[src/rtl/lsu_pkg.sv]
`default_nettype none
//==============================================================================
// Package     : lsu_pkg
// Description : Shared AXI encodings and load-engine state encoding for the
//               LSU load path.
// Revision    : 1.0 - initial release
//==============================================================================
package lsu_pkg;

    localparam logic [1:0] AXI_BURST_INCR = 2'b01;
    localparam logic [1:0] AXI_RESP_OKAY  = 2'b00;

    localparam logic [1:0] c_st_idle  = 2'd0;
    localparam logic [1:0] c_st_ar    = 2'd1;
    localparam logic [1:0] c_st_rd    = 2'd2;
    localparam logic [1:0] c_st_flush = 2'd3;

    typedef enum logic [1:0] {
        IDLE  = c_st_idle,
        AR    = c_st_ar,
        RD    = c_st_rd,
        FLUSH = c_st_flush
    } ld_state_e;

endpackage
`default_nettype wire

[src/rtl/lsu_beat_packer.sv]
`default_nettype none
//==============================================================================
// Module      : lsu_beat_packer
// Description : Packs RATIO consecutive AXI_DW-bit beats into one word, LSB
//               slot first. A word completes on its last slot or on a beat
//               flagged last; unfilled upper slots of such a word read as 0.
// Ports       : clk, rst          clock, synchronous active-high reset
//               i_push            beat accepted this cycle
//               i_last            accepted beat ends the burst
//               i_data            beat payload
//               o_complete        word completes with this push
//               o_word            word contents including the current beat
// Revision    : 1.0 - initial release
//==============================================================================
module lsu_beat_packer #(
    parameter int RATIO  = 2,
    parameter int AXI_DW = 64
) (
    input  logic                    clk,
    input  logic                    rst,
    input  logic                    i_push,
    input  logic                    i_last,
    input  logic [AXI_DW-1:0]       i_data,
    output logic                    o_complete,
    output logic [RATIO*AXI_DW-1:0] o_word
);

    localparam int                SLOT_W      = (RATIO > 1) ? $clog2(RATIO) : 1;
    localparam logic [SLOT_W-1:0] c_last_slot = SLOT_W'(RATIO - 1);

    logic [SLOT_W-1:0]       r_slot;
    logic [RATIO*AXI_DW-1:0] r_word;
    logic [RATIO*AXI_DW-1:0] w_word;

    // Slots above r_slot are always zero in r_word (cleared on completion),
    // so a word cut short by i_last needs no extra masking.
    generate
        for (genvar gi = 0; gi < RATIO; gi++) begin : g_slot
            assign w_word[gi*AXI_DW +: AXI_DW] =
                (r_slot == SLOT_W'(gi)) ? i_data : r_word[gi*AXI_DW +: AXI_DW];
        end
    endgenerate

    assign o_complete = i_push && ((r_slot == c_last_slot) || i_last);
    assign o_word     = w_word;

    always_ff @(posedge clk) begin
        if (rst) begin
            r_slot <= '0;
            r_word <= '0;
        end else if (i_push) begin
            if (o_complete) begin
                r_slot <= '0;
                r_word <= '0;
            end else begin
                r_slot <= r_slot + SLOT_W'(1);
                r_word <= w_word;
            end
        end
    end

endmodule
`default_nettype wire

[src/rtl/lsu_ld_engine.sv]
`default_nettype none
//==============================================================================
// Module      : lsu_ld_engine
// Description : DRAM->SRAM load engine. One command issues cmd_num+1 AXI INCR
//               read bursts of cmd_len+1 beats, bases spaced by cmd_str bytes,
//               one burst outstanding at a time. Beats are packed into SRAM
//               words and written to scratchpad cmd_sel via a cen/gnt port.
// Ports       : clk, rst_n        clock, synchronous active-high reset
//               cmd_*             load command (vld/rdy handshake)
//               axi_ar*           AXI read-address channel (master)
//               axi_r*            AXI read-data channel (master)
//               sram_cen/gnt      one-hot write request / grant per RAM
//               sram_wen/addr/din shared write payload
//               done, err         completion pulse and its error flag
// Revision    : 1.0 - initial release
//==============================================================================
module lsu_ld_engine
    import lsu_pkg::*;
#(
    parameter int  AXI_DW  = 64,
    parameter int  SRAM_DW = 128,
    parameter int  SRAM_AW = 8,
    parameter int  NUM_RAM = 2,
    parameter int  DRAM_AW = 31,
    parameter int  ID_W    = 8,
    parameter int  STR_W   = 12,
    localparam int SEL_W   = (NUM_RAM > 1) ? $clog2(NUM_RAM) : 1
) (
    input  logic               clk,
    input  logic               rst_n,
    input  logic               cmd_vld,
    output logic               cmd_rdy,
    input  logic [DRAM_AW-1:0] cmd_dram_addr,
    input  logic [7:0]         cmd_len,
    input  logic [7:0]         cmd_num,
    input  logic [STR_W-1:0]   cmd_str,
    input  logic [SRAM_AW-1:0] cmd_sram_addr,
    input  logic [SEL_W-1:0]   cmd_sel,
    output logic [ID_W-1:0]    axi_arid,
    output logic [DRAM_AW-1:0] axi_araddr,
    output logic [7:0]         axi_arlen,
    output logic [2:0]         axi_arsize,
    output logic [1:0]         axi_arburst,
    output logic               axi_arvld,
    input  logic               axi_arrdy,
    input  logic [ID_W-1:0]    axi_rid,
    input  logic [AXI_DW-1:0]  axi_rdata,
    input  logic [1:0]         axi_rresp,
    input  logic               axi_rlast,
    input  logic               axi_rvld,
    output logic               axi_rrdy,
    output logic [NUM_RAM-1:0] sram_cen,
    input  logic [NUM_RAM-1:0] sram_gnt,
    output logic               sram_wen,
    output logic [SRAM_AW-1:0] sram_addr,
    output logic [SRAM_DW-1:0] sram_din,
    output logic               done,
    output logic               err
);

    localparam int         RATIO    = SRAM_DW / AXI_DW;
    localparam logic [2:0] c_arsize = 3'($clog2(AXI_DW / 8));

    ld_state_e          r_state;
    logic [ID_W-1:0]    r_id_cnt;
    logic [ID_W-1:0]    r_arid;
    logic [DRAM_AW-1:0] r_araddr;
    logic [7:0]         r_len;
    logic [7:0]         r_burst_left;
    logic [STR_W-1:0]   r_str;
    logic [SEL_W-1:0]   r_sel;
    logic [SRAM_AW-1:0] r_cur_addr;
    logic [SRAM_DW-1:0] r_din;
    logic               r_wr_pend;
    logic               r_err;
    logic               r_done;
    logic               r_done_err;

    logic               w_beat_acc;
    logic               w_beat_bad;
    logic               w_gnt_sel;
    logic               w_pack_complete;
    logic [SRAM_DW-1:0] w_pack_word;

    assign w_beat_acc = axi_rvld && axi_rrdy;
    assign w_beat_bad = (axi_rresp != AXI_RESP_OKAY) || (axi_rid != r_arid);
    assign w_gnt_sel  = sram_gnt[r_sel];

    lsu_beat_packer #(
        .RATIO  (RATIO),
        .AXI_DW (AXI_DW)
    ) u_packer (
        .clk        (clk),
        .rst        (rst_n),
        .i_push     (w_beat_acc),
        .i_last     (axi_rlast),
        .i_data     (axi_rdata),
        .o_complete (w_pack_complete),
        .o_word     (w_pack_word)
    );

    always_ff @(posedge clk) begin
        if (rst_n) begin
            r_state      <= IDLE;
            r_id_cnt     <= '0;
            r_arid       <= '0;
            r_araddr     <= '0;
            r_len        <= '0;
            r_burst_left <= '0;
            r_str        <= '0;
            r_sel        <= '0;
            r_cur_addr   <= '0;
            r_din        <= '0;
            r_wr_pend    <= 1'b0;
            r_err        <= 1'b0;
            r_done       <= 1'b0;
            r_done_err   <= 1'b0;
        end else begin
            r_done     <= 1'b0;
            r_done_err <= 1'b0;

            // Retire the pending write; cannot collide with a new one because
            // beats are only accepted while no write is pending.
            if (r_wr_pend && w_gnt_sel) begin
                r_wr_pend  <= 1'b0;
                r_cur_addr <= r_cur_addr + SRAM_AW'(1);
            end

            case (r_state)
                IDLE: begin
                    if (cmd_vld) begin
                        r_arid       <= r_id_cnt;
                        r_id_cnt     <= r_id_cnt + ID_W'(1);
                        r_araddr     <= cmd_dram_addr;
                        r_len        <= cmd_len;
                        r_burst_left <= cmd_num;
                        r_str        <= cmd_str;
                        r_sel        <= cmd_sel;
                        r_cur_addr   <= cmd_sram_addr;
                        r_err        <= 1'b0;
                        r_state      <= AR;
                    end
                end
                AR: begin
                    if (axi_arrdy) begin
                        r_state <= RD;
                    end
                end
                RD: begin
                    if (w_beat_acc) begin
                        if (w_beat_bad) begin
                            r_err <= 1'b1;
                        end
                        // A word touched by a bad beat, and everything after
                        // it, is never written.
                        if (w_pack_complete && !r_err && !w_beat_bad) begin
                            r_wr_pend <= 1'b1;
                            r_din     <= w_pack_word;
                        end
                        if (axi_rlast) begin
                            if (r_burst_left != '0) begin
                                r_burst_left <= r_burst_left - 8'd1;
                                r_araddr     <= r_araddr + DRAM_AW'(r_str);
                                r_state      <= AR;
                            end else begin
                                r_state <= FLUSH;
                            end
                        end
                    end
                end
                FLUSH: begin
                    if (!r_wr_pend || w_gnt_sel) begin
                        r_done     <= 1'b1;
                        r_done_err <= r_err;
                        r_state    <= IDLE;
                    end
                end
                default: r_state <= IDLE;
            endcase
        end
    end

    generate
        for (genvar gi = 0; gi < NUM_RAM; gi++) begin : g_cen
            assign sram_cen[gi] = r_wr_pend && (r_sel == SEL_W'(gi));
        end
    endgenerate

    assign cmd_rdy     = (r_state == IDLE);
    assign axi_arvld   = (r_state == AR);
    assign axi_arid    = r_arid;
    assign axi_araddr  = r_araddr;
    assign axi_arlen   = r_len;
    assign axi_arsize  = axi_arvld ? c_arsize : 3'd0;
    assign axi_arburst = axi_arvld ? AXI_BURST_INCR : 2'b00;
    assign axi_rrdy    = (r_state == RD) && !r_wr_pend;
    assign sram_wen    = r_wr_pend;
    assign sram_addr   = r_cur_addr;
    assign sram_din    = r_din;
    assign done        = r_done;
    assign err         = r_done_err;

endmodule
`default_nettype wire

[config.mk]
export PLATFORM = sky130hd
export DESIGN_NAME = lsu_ld_engine
export DESIGN_NICKNAME = d
export VERILOG_FILES = /design/src/rtl/lsu_pkg.sv /design/src/rtl/lsu_beat_packer.sv /design/src/rtl/lsu_ld_engine.sv
export SDC_FILE = /design/constraint.sdc
export NUM_CORES = 1
export LEC_CHECK = 0
export BUFFER_PORTS_ARGS = -buffer_cell sky130_fd_sc_hd__buf_2
export CORE_ASPECT_RATIO = 1.25
export CORE_MARGIN = 1
export CORE_UTILIZATION = 30
export CTS_CLUSTER_SIZE = 20
export DETAILED_ROUTE_END_ITERATION = 7
export HOLD_SLACK_MARGIN = 0.05
export REMOVE_ABC_BUFFERS = 1
export SLEW_MARGIN = 20
export SYNTH_ARGS = -nofsm -noshare
export SYNTH_HDL_FRONTEND = slang
export SYNTH_HIERARCHICAL = 1
export SYNTH_SLANG_ARGS = --single-unit
export TNS_END_PERCENT = 100
[constraint.sdc]
create_clock -name clk -period 2.79 [get_ports clk]
set_input_delay 0.279 -clock clk [delete_from_list [all_inputs] [get_ports clk]]
set_output_delay 0.279 -clock clk [all_outputs]
set_load 0.02 [all_outputs]
# Yosys cells after proc, flatten, opt, wreduce, memory -nomap -nowiden
# Cells that the tools add are included.
[word_totals]
mem_count = 0
rom_bits = 0
ram_bits = 0
regBits = 347
latch_bits = 0
wordCells = 98
input_bits = 150
[classes]
n_lt_le_gt_ge = 1
reduce_logical = 25
addsub = 5
muxes = 37
n_shift = 0
div_mod_pow = 0
n_eq_ne = 11
n_mul = 0
bitwise_logic = 3
[op_table]
columns = ["operator", "n"]
rows = [
  ["128-bit 2-to-1 mux", 1],
  ["64-bit 2-to-1 mux", 2],
  ["31-bit 2-to-1 mux", 4],
  ["31-bit one-hot mux with 2 select lines", 1],
  ["8-bit 2-to-1 mux", 7],
  ["31-bit by 12-bit adder with 31-bit output", 1],
  ["8-bit by 1-bit adder with 8-bit output (second input constant)", 2],
  ["8-bit one-hot mux with 2 select lines", 1],
  ["2-bit 2-to-1 mux", 7],
  ["1-bit 2-to-1 mux", 12],
  ["2-bit inequality test (second input constant)", 5],
  ["5-bit AND reduction", 2],
  ["1-bit logical AND", 8],
  ["8-bit inequality test", 1],
  ["2-bit one-hot mux with 4 select lines", 1],
  ["8-bit nonzero test", 1],
  ["8-bit by 1-bit subtractor with 8-bit output (second input constant)", 1],
  ["2-bit equality test (second input constant)", 2],
  ["2-bit by 1-bit inequality test with 1-bit output (second input constant)", 2],
  ["4-bit AND reduction", 1],
  ["2-bit nonzero test", 2],
  ["1-bit zero test", 3],
  ["1-bit logical OR", 3],
  ["1-bit inverter", 3],
  ["other kinds (9)", 9],
]

# Longest topological paths before layout
# Gate-level depths: netlist of the first run.
[logic_depth]
word_depth = 9
mapped_depth = 13

# Hierarchy
# The synthesis of the first run kept the hierarchy.
[modules_own_cells]
columns = ["mod", "seq_area_each_um2", "instances", "area_each_um2", "cells_per_inst"]
rows = [
  ["lsu_ld_engine", 4364.2, 1, 9914.5, 1231],
  ["lsu_beat_packer", 2582.5, 1, 6626.4, 580],
]

# Worst setup path after synthesis of the first run
# No wires, ideal clock.
[synth_path]
path_kind = "flip-flop to flip-flop"
from = "reg r_state[0]"
to = "reg r_din[21] (netlist: sram_din[21])"
synth_period_minus_slack_ns = 2.463
setup_ns = 0.071
setup_slack_ns = 0.327
t_arrival_ns = 2.392
t_required_ns = 2.719
stages_incl_launch_ff = 14
cell_sequence = "dfxtp_1 -> buf_6 -> nand2b_1 -> buf_2 -> nor2_2 -> and2_2 -> buf_2 -> o21a_1 -> buf_2 -> and4b_4 -> buf_12 -> buf_12 -> nand2_1 -> a21oi_2"
[synth_via]
elab_chain_cells = 7
[synth_lines]
columns = ["element", "line", "text"]
rows = [
  ["from (decl)", "lsu_ld_engine.sv:64", "ld_state_e r_state;"],
  ["from (signal assigned)", "lsu_ld_engine.sv:104", "r_state <= IDLE;"],
  ["from (signal assigned)", "lsu_ld_engine.sv:141", "r_state <= AR;"],
  ["from (signal assigned)", "lsu_ld_engine.sv:146", "r_state <= RD;"],
  ["2-bit equality test", "lsu_ld_engine.sv:196", "assign axi_rrdy = (r_state == RD) && !r_wr_pend;"],
  ["1-bit logical AND", "lsu_ld_engine.sv:196", ""],
  ["via axi_rrdy", "lsu_ld_engine.sv:51", "output logic axi_rrdy,"],
  ["1-bit logical AND", "lsu_ld_engine.sv:85", "assign w_beat_acc = axi_rvld && axi_rrdy;"],
  ["via w_beat_acc", "lsu_ld_engine.sv:79", "logic w_beat_acc;"],
  ["1-bit logical AND", "lsu_beat_packer.sv:44", "assign o_complete = i_push && ((r_slot == c_last_slot) || i_last);"],
  ["via w_pack_complete", "lsu_ld_engine.sv:82", "logic w_pack_complete;"],
  ["1-bit logical AND (2 in a row)", "lsu_ld_engine.sv:156", "if (w_pack_complete && !r_err && !w_beat_bad) begin"],
  ["3-bit AND reduction (no source line)", "n/a", ""],
  ["to (signal assigned)", "lsu_ld_engine.sv:158", "r_din <= w_pack_word;"],
  ["to (decl)", "lsu_ld_engine.sv:73", "logic [SRAM_DW-1:0] r_din;"],
]
# The timed path passes the listed nets, and every way through them passes these cells.
# A chain may end at the register's enable or synchronous reset.

# Final worst setup path of the first run
[layout_path]
from = "reg r_araddr[9] (netlist: axi_araddr[9])"
to = "reg r_araddr[24] (netlist: axi_araddr[24])"
[layout_via]
elab_chain_cells = 5
[layout_lines]
columns = ["element", "line", "text"]
rows = [
  ["from (decl)", "lsu_ld_engine.sv:67", "logic [DRAM_AW-1:0] r_araddr;"],
  ["from (signal assigned)", "lsu_ld_engine.sv:134", "r_araddr <= cmd_dram_addr;"],
  ["from (signal assigned)", "lsu_ld_engine.sv:163", "r_araddr <= r_araddr + DRAM_AW'(r_str);"],
  ["31-bit by 12-bit adder with 31-bit output", "lsu_ld_engine.sv:163", ""],
  ["31-bit 2-to-1 mux", "lsu_ld_engine.sv:161", "if (r_burst_left != '0) begin"],
  ["31-bit 2-to-1 mux", "lsu_ld_engine.sv:160", "if (axi_rlast) begin"],
  ["31-bit 2-to-1 mux", "lsu_ld_engine.sv:150", "if (w_beat_acc) begin"],
  ["31-bit one-hot mux with 2 select lines", "lsu_ld_engine.sv:129", "case (r_state)"],
]
# No other way between the ends. The select of a mux whose other input is x is not followed.

==> run_results.csv, run 1 <==
group,metric,value,unit
outcome,outcome,"complete, no violations",
detailed_routing,wire_per_inst,16.4,um
yosys,ys_seq_area_share,42.0,%
sta,relSlewSlack,37.2,%
sta,finalCriticalPeriod,2.59,ns
yosys,ys_seq_elements,347,
sta,fin_setup_tns,0,ns
yosys,netlist-cell-type-count,71,
global_route,track_usage,16.8,%
final_layout,final_cells,2945,
power,leakage,8.15,nW
clock_network,h-tree-depth,2,
detailed_routing,drc_errors,0,
clock_network,clkLatencyLatePin,0.55,ns
detailed_routing,wirelength,48400,um
critical_path,critPathKind,"reg -> reg",
critical_path,r2r_start,"axi_araddr[9]",
power,power_density,569,nW/um^2
critical_path,reg2reg_depth,8,
power,finalPower,12.0,mW
placed_design,dp_cells,2760,
sta,rsz0062_at_grt,"false",
critical_path,reg2reg_to,"axi_araddr[24]",
detailed_routing,ant_nets,0,
critical_path,crit_path_start,"axi_araddr[9]",
die,start_util,30.6,%
die,die_h,265,um
die,rows,95,
yosys,postSynthCellCount,1811,
yosys,synth_edf_count,0,
final_layout,fill_cells,5361,
global_route,grt_pass1_vias,14300,
power,ir_drop,0.000512,V
sta,slew_violations,0,
critical_path,crit_fanout,8,
yosys,ys.warnings.count,6,
die,core_area,54100,um^2
run,cap_violations,0,
detailed_routing,drt_pass1_iterations,5,
clock_network,cts_setup_buffers,0,
yosys,synthArstFlopShare,0,%
critical_path,r2r_slack,0.20,ns
sta,hold_viol,0,
yosys,synthFlopType,"dfxtp_1",
clock_network,cts-buffers-inserted,40,
clock_network,clock-sinks,347,
placed_design,dpl_worst_slack,0.138,ns
detailed_routing,vias,14500,
clock_network,clk_path_buf_depth,3,
placed_design,gp_congestion,0.893,
placed_design,hpwl,30800,um
die,fp.dieW,212,um
global_route,grt_overflow,0,
critical_path,crit_path_end_kind,"flop",
die,dieArea,56100,um^2
sta,fmax,386,MHz
final_layout,syn_to_final_growth,27.4,%
die,pin_count,346,
final_layout,drive_gt1_share,31.3,%
critical_path,critPathArrivalTime,3.02,ns
critical_path,critPathCapture,"axi_araddr[24]",
detailed_routing,drt_iter0_drc,817,
clock_network,cts-root-buf,"clkbuf_16",
detailed_routing,vias_per_cell,4.91,
global_route,grt_antenna_before_repair,3,
critical_path,required,3.22,ns
sta,finalClockSkew,0.0127,ns
sta,setup_ws,0.197,ns
clock_network,cts_tree,"built",
final_layout,layout.nets,2352,
sta,setup_viol,0,
yosys,syn_area_per_cell,9.13,um^2
critical_path,cp-start-kind,"flop",
yosys,netlist_area,16500,um^2
clock_network,path_clk_slew,0.06,ns
global_route,grt_max_degree,142,
placed_design,portBuffers,343,
sta,period_share,92.9,%
global_route,grt_pass1_wl,75800,um
sta,worstMarginPinSlew,0.942,ns
worst_hold_path,hold_class,"in -> reg",
stage by stage:
step	area [um^2]	utilization (%)	hold WS (ns)
finish	21100	39.0	0.100
CTS	21100	38.9	0.0629
floorplan	15500	-	0.341
detailed placement	18600	34.3	0.443
global route	21100	39.0	0.0867
global placement	18600	34.3	0.440
registers in the layout, summed over array words and instances (netlist names):
name / cells
r_state: 2
sram_din: 128
r_burst_left: 8
r_sel: 1
sram_wen: 1
axi_araddr: 31
u_packer/r_slot: 1
axi_arlen: 8
axi_arid: 8
r_str: 12
err: 1
u_packer/r_word: 128
r_id_cnt: 8
r_err: 1
done: 1
sram_addr: 8
metal layers:
| metal | track usage (%) | vias up | share of wire, % |
|---|---|---|---|
| met5 | 0 | - | 0.027 |
| met4 | 6.29 | 2 | 3.0 |
| met3 | 4.37 | 84 | 6.7 |
| met2 | 28.9 | 447 | 48 |
| met1 | 19.7 | 6897 | 42 |
| li1 | - | 7040 | - |
area by class of cell:
cell class	count	area (um^2)	area share (%)
Sequential cell	347	6950	33.0
Timing Repair Buffer	485	3190	15.2
Multi-Input combinational cell	1300	8570	40.7
Inverter	11	41.3	0.196
Clock inverter	20	264	1.25
Clock buffer	53	1140	5.41
Tap cell	727	910	4.32
Antenna cell	2	5.00	0.0237
critical path: stages, from the launching register on:
cell and delay (ns):
dfxtp_1 0.33, ha_1 0.39, nand2_1 0.16, nor2_1 0.08, o41ai_2 0.66, a211oi_4 0.19, buf_4 0.21, and3_1 0.13
or3_1 0.33
cells in the mapped netlist, types with 11 or more instances:
master | count | area, um^2
buf_6 | 25 | 282
xnor2_1 | 14 | 123
nor3b_1 | 17 | 128
a21oi_2 | 34 | 298
nor3_1 | 14 | 70.1
a21oi_1 | 220 | 1100
nand4_1 | 12 | 75.1
and3_1 | 13 | 81.3
o21ai_0 | 22 | 110
nor3b_2 | 50 | 626
ha_1 | 16 | 200
nand2b_1 | 70 | 438
nor2_1 | 65 | 244
buf_2 | 29 | 145
nand4bb_1 | 64 | 721
nand2_1 | 359 | 1350
buf_12 | 11 | 220
mux2_2 | 129 | 1450
inv_1 | 11 | 41.3
nand2_2 | 18 | 113
dfxtp_1 | 347 | 6950
a211oi_1 | 17 | 128
clkbuf_1 | 75 | 282
nand3_1 | 31 | 155
worst min-delay path by stage:
| stage | start | endpoint | slack [ns] | depth (start not counted) |
|---|---|---|---|---|
| 2_1_floorplan | rst_n | sram_din[13] | 0.34 | 1 |
| 3_3_place_gp | sram_din[118] | sram_din[118] | 0.44 | 2 |
| 3_5_place_dp | sram_din[42] | sram_din[42] | 0.44 | 2 |
| 4_1_cts | cmd_dram_addr[25] | axi_araddr[25] | 0.06 | 5 |
| 5_1_grt | rst_n | r_burst_left[3] | 0.09 | 2 |
| 6_report | rst_n | r_burst_left[3] | 0.10 | 2 |
where the power goes:
group / switching (mW) / total (mW) / internal, mW
Sequential: 0.102 / 5.15 / 5.05
Clock: 2.17 / 5.61 / 3.44
Combinational: 0.707 / 1.23 / 0.526
Total: 2.98 / 12.0 / 9.02
cells in the final DEF (no fill, tap or decap), drive strengths merged, types with 17 or more instances in the layout:
master	count
nand4bb	64
nand2	377
clkbuf	53
nor3b	67
nand2b	70
o21ai	23
nor3	17
mux2	129
nand3	31
a21oi	254
dfxtp	347
a211oi	18
dlygate4sd3	110
nor2	66
buf	375
kinds of logic after synthesis:
group / Yosys count / synth area share, %
flip-flops: 347 / 42.0
other: 1 / 0.0227
XOR/XNOR: 24 / 1.27
AND/OR/NAND/NOR: 765 / 26.7
AO/OA/AOI/OAI: 356 / 13.1
multiplexers: 136 / 9.21
adder cells (fa/ha/maj): 17 / 1.33
buffers and inverters: 165 / 6.36
repair_timing:
item / in CTS / in global routing
hold buffers: 110 / 0
endpoints found under the setup margin: 0 / 11
endpoints found under the hold margin: 110 / 0
gates resized for setup: 0 / 2
Power figures use the tool's default switching activity.
==> inputs of run 2 (changes only) <==
Settings changed: SKIP_LAST_GASP set to 1.
Clock period 2.79 ns to 3.05 ns, I/O delays scaled along.
==> run_results.csv, run 2 (synthesized netlist as in run 1, its figures left out) <==
group,metric,value,unit
outcome,outcome,"complete, no violations",
critical_path,reg2reg_depth,6,
sta,finalCriticalPeriod,2.76,ns
critical_path,cp_slowest_cell,"o21ai_1",
final_layout,final_common_cell,"nand2_1",
global_route,grt_antenna_before_repair,4,
critical_path,crit_fanout,11,
placed_design,dp_cells,2755,
die,die_h,265,um
detailed_routing,wire_per_inst,16.3,um
placed_design,dpl_worst_slack,0.386,ns
clock_network,h-tree-depth,2,
critical_path,worst-path-buf-inv,0,
sta,setup_ws,0.291,ns
critical_path,r2r_slack,0.29,ns
worst_hold_path,hold_class,"in -> reg",
global_route,track_usage,16.6,%
detailed_routing,wirelength,47900,um
power,ir_drop,0.000389,V
sta,finalClockSkew,0.0109,ns
sta,worstMarginPinSlew,0.851,ns
final_layout,final_cells,2931,
detailed_routing,ant_nets,0,
critical_path,r2r_start,"axi_araddr[10]",
critical_path,critPathCapture,"axi_araddr[29]",
detailed_routing,drt_iter0_drc,754,
global_route,grt_pass1_vias,14100,
sta,hold_viol,0,
clock_network,clk_path_buf_depth,3,
sta,relSlewSlack,43.3,%
clock_network,cts_tree,"built",
global_route,grt_max_degree,129,
die,start_util,30.6,%
sta,hold_ws,0.0917,ns
die,core_area,54100,um^2
critical_path,crit_path_start,"axi_araddr[10]",
final_layout,post-route-util,38.4,%
global_route,grt_pass1_wl,75100,um
clock_network,clock-sinks,347,
detailed_routing,vias,14300,
power,power_density,497,nW/um^2
critical_path,crit_chain,"ha_1 -> a21oi_1 -> nand3b_1 -> o21ai_1 -> nor3_1 -> a311o_1",
detailed_routing,drt_pass1_iterations,5,
detailed_routing,vias_per_cell,4.88,
clock_network,clkLatencyLatePin,0.54,ns
critical_path,critPathArrivalTime,3.18,ns
final_layout,drive_gt1_share,31.0,%
final_layout,layout.nets,2342,
clock_network,path_clk_slew,0.06,ns
critical_path,cpLargestDelayFamily,"compound AO/OA/AOI/OAI gates",
die,pin_count,346,
critical_path,cp-start-kind,"flop",
power,leakage,8.00,nW
detailed_routing,drc_errors,0,
global_route,grt_overflow,0,
final_layout,layout_common_cells,"nand2_1 (359), dfxtp_1 (346), buf_2 (342)",
critical_path,required,3.47,ns
clock_network,cts.repair.resized,0,
placed_design,hpwl,30400,um
sta,period_share,90.5,%
placed_design,portBuffers,343,
sta,rsz0062_at_grt,"false",
placed_design,gp_congestion,0.880,
critical_path,crit_cells,6,
critical_path,crit_path_end_kind,"flop",
sta,fmax,362,MHz
critical_path,slowest_delay,0.70,ns
run,cap_violations,0,
final_layout,syn_to_final_growth,25.6,%
sta,slew_violations,0,
critical_path,reg2reg_to,"axi_araddr[29]",
die,rows,95,
die,dieArea,56100,um^2
clock_network,cts_setup_buffers,0,
sta,setup_viol,0,
clock_network,cts-root-buf,"clkbuf_16",
critical_path,critPathKind,"reg -> reg",
clock_network,cts-buffers-inserted,38,
die,fp.dieW,212,um
-- run 2: changes by cell type in the layout (fill, tap and decap cells not counted), sizes merged --
cell,change
dlygate4sd3,-3
buf,-5
clkbuf,-3
bufinv,-5
diode,+1
clkinvlp,+1
-- run 2: report_power, final --
| part | switching [mW] | total, mW | internal [mW] |
|---|---|---|---|
| clock | 1.93 | 4.48 | 2.56 |
| combinational | 0.645 | 1.12 | 0.476 |
| sequential | 0.0906 | 4.71 | 4.62 |
| total | 2.66 | 10.3 | 7.65 |
-- run 2: cell type report --
class / count / area, um^2
Clock inverter: 16 / 136
Fill cell: 5374 / 33300
Inverter: 11 / 41.3
Multi-Input combinational cell: 1300 / 8560
Clock buffer: 50 / 1070
Tap cell: 727 / 910
Antenna cell: 3 / 7.51
Timing Repair Buffer: 477 / 3100
Sequential cell: 347 / 6950
-- run 2: tightest hold or removal path: cells and delay by family --
family	cells	cell delay (ns)
AOI/OAI and AO/OA	1	0.06
buffers and inverters	1	0.12
and+or+nand+nor	1	0.09
-- run 2: what timing repair did --
item | in CTS | in global routing
hold buffers | 107 | 0
setup endpoints to repair | 0 | 0
hold endpoints to repair | 107 | 0
-- run 2: how the worst min path moves through the flow --
stage / from / to / slack [ns] / depth (start not counted)
after floorplan: rst_n / sram_din[13] / 0.37 / 1
after global placement: sram_din[55] / sram_din[55] / 0.44 / 2
after detailed placement: sram_din[0] / sram_din[0] / 0.44 / 2
after CTS: axi_rdata[1] / u_packer/r_word[1] / 0.05 / 3
after global routing: cmd_dram_addr[17] / axi_araddr[17] / 0.08 / 3
final: axi_rdata[1] / u_packer/r_word[1] / 0.09 / 3
-- run 2: routing by layer --
metal	part of all wire, %	wire, um	global-route usage, %
met1	42	20300	19.8
met2	48	23000	28.6
met3	6.7	3230	4.32
met4	2.9	1410	5.50
met5	0.027	13	0
-- run 2: metrics by stage --
step | cell area, um^2 | TNS (ns) | power [mW]
floorplan | 15500 | -1237.81 | 5.33
detailed placement | 18500 | 0 | 5.82
global route | 20800 | 0 | 10.8
global placement | 18500 | 0 | 5.80
finish | 20800 | 0 | 10.3
CTS | 20800 | 0 | 10.5
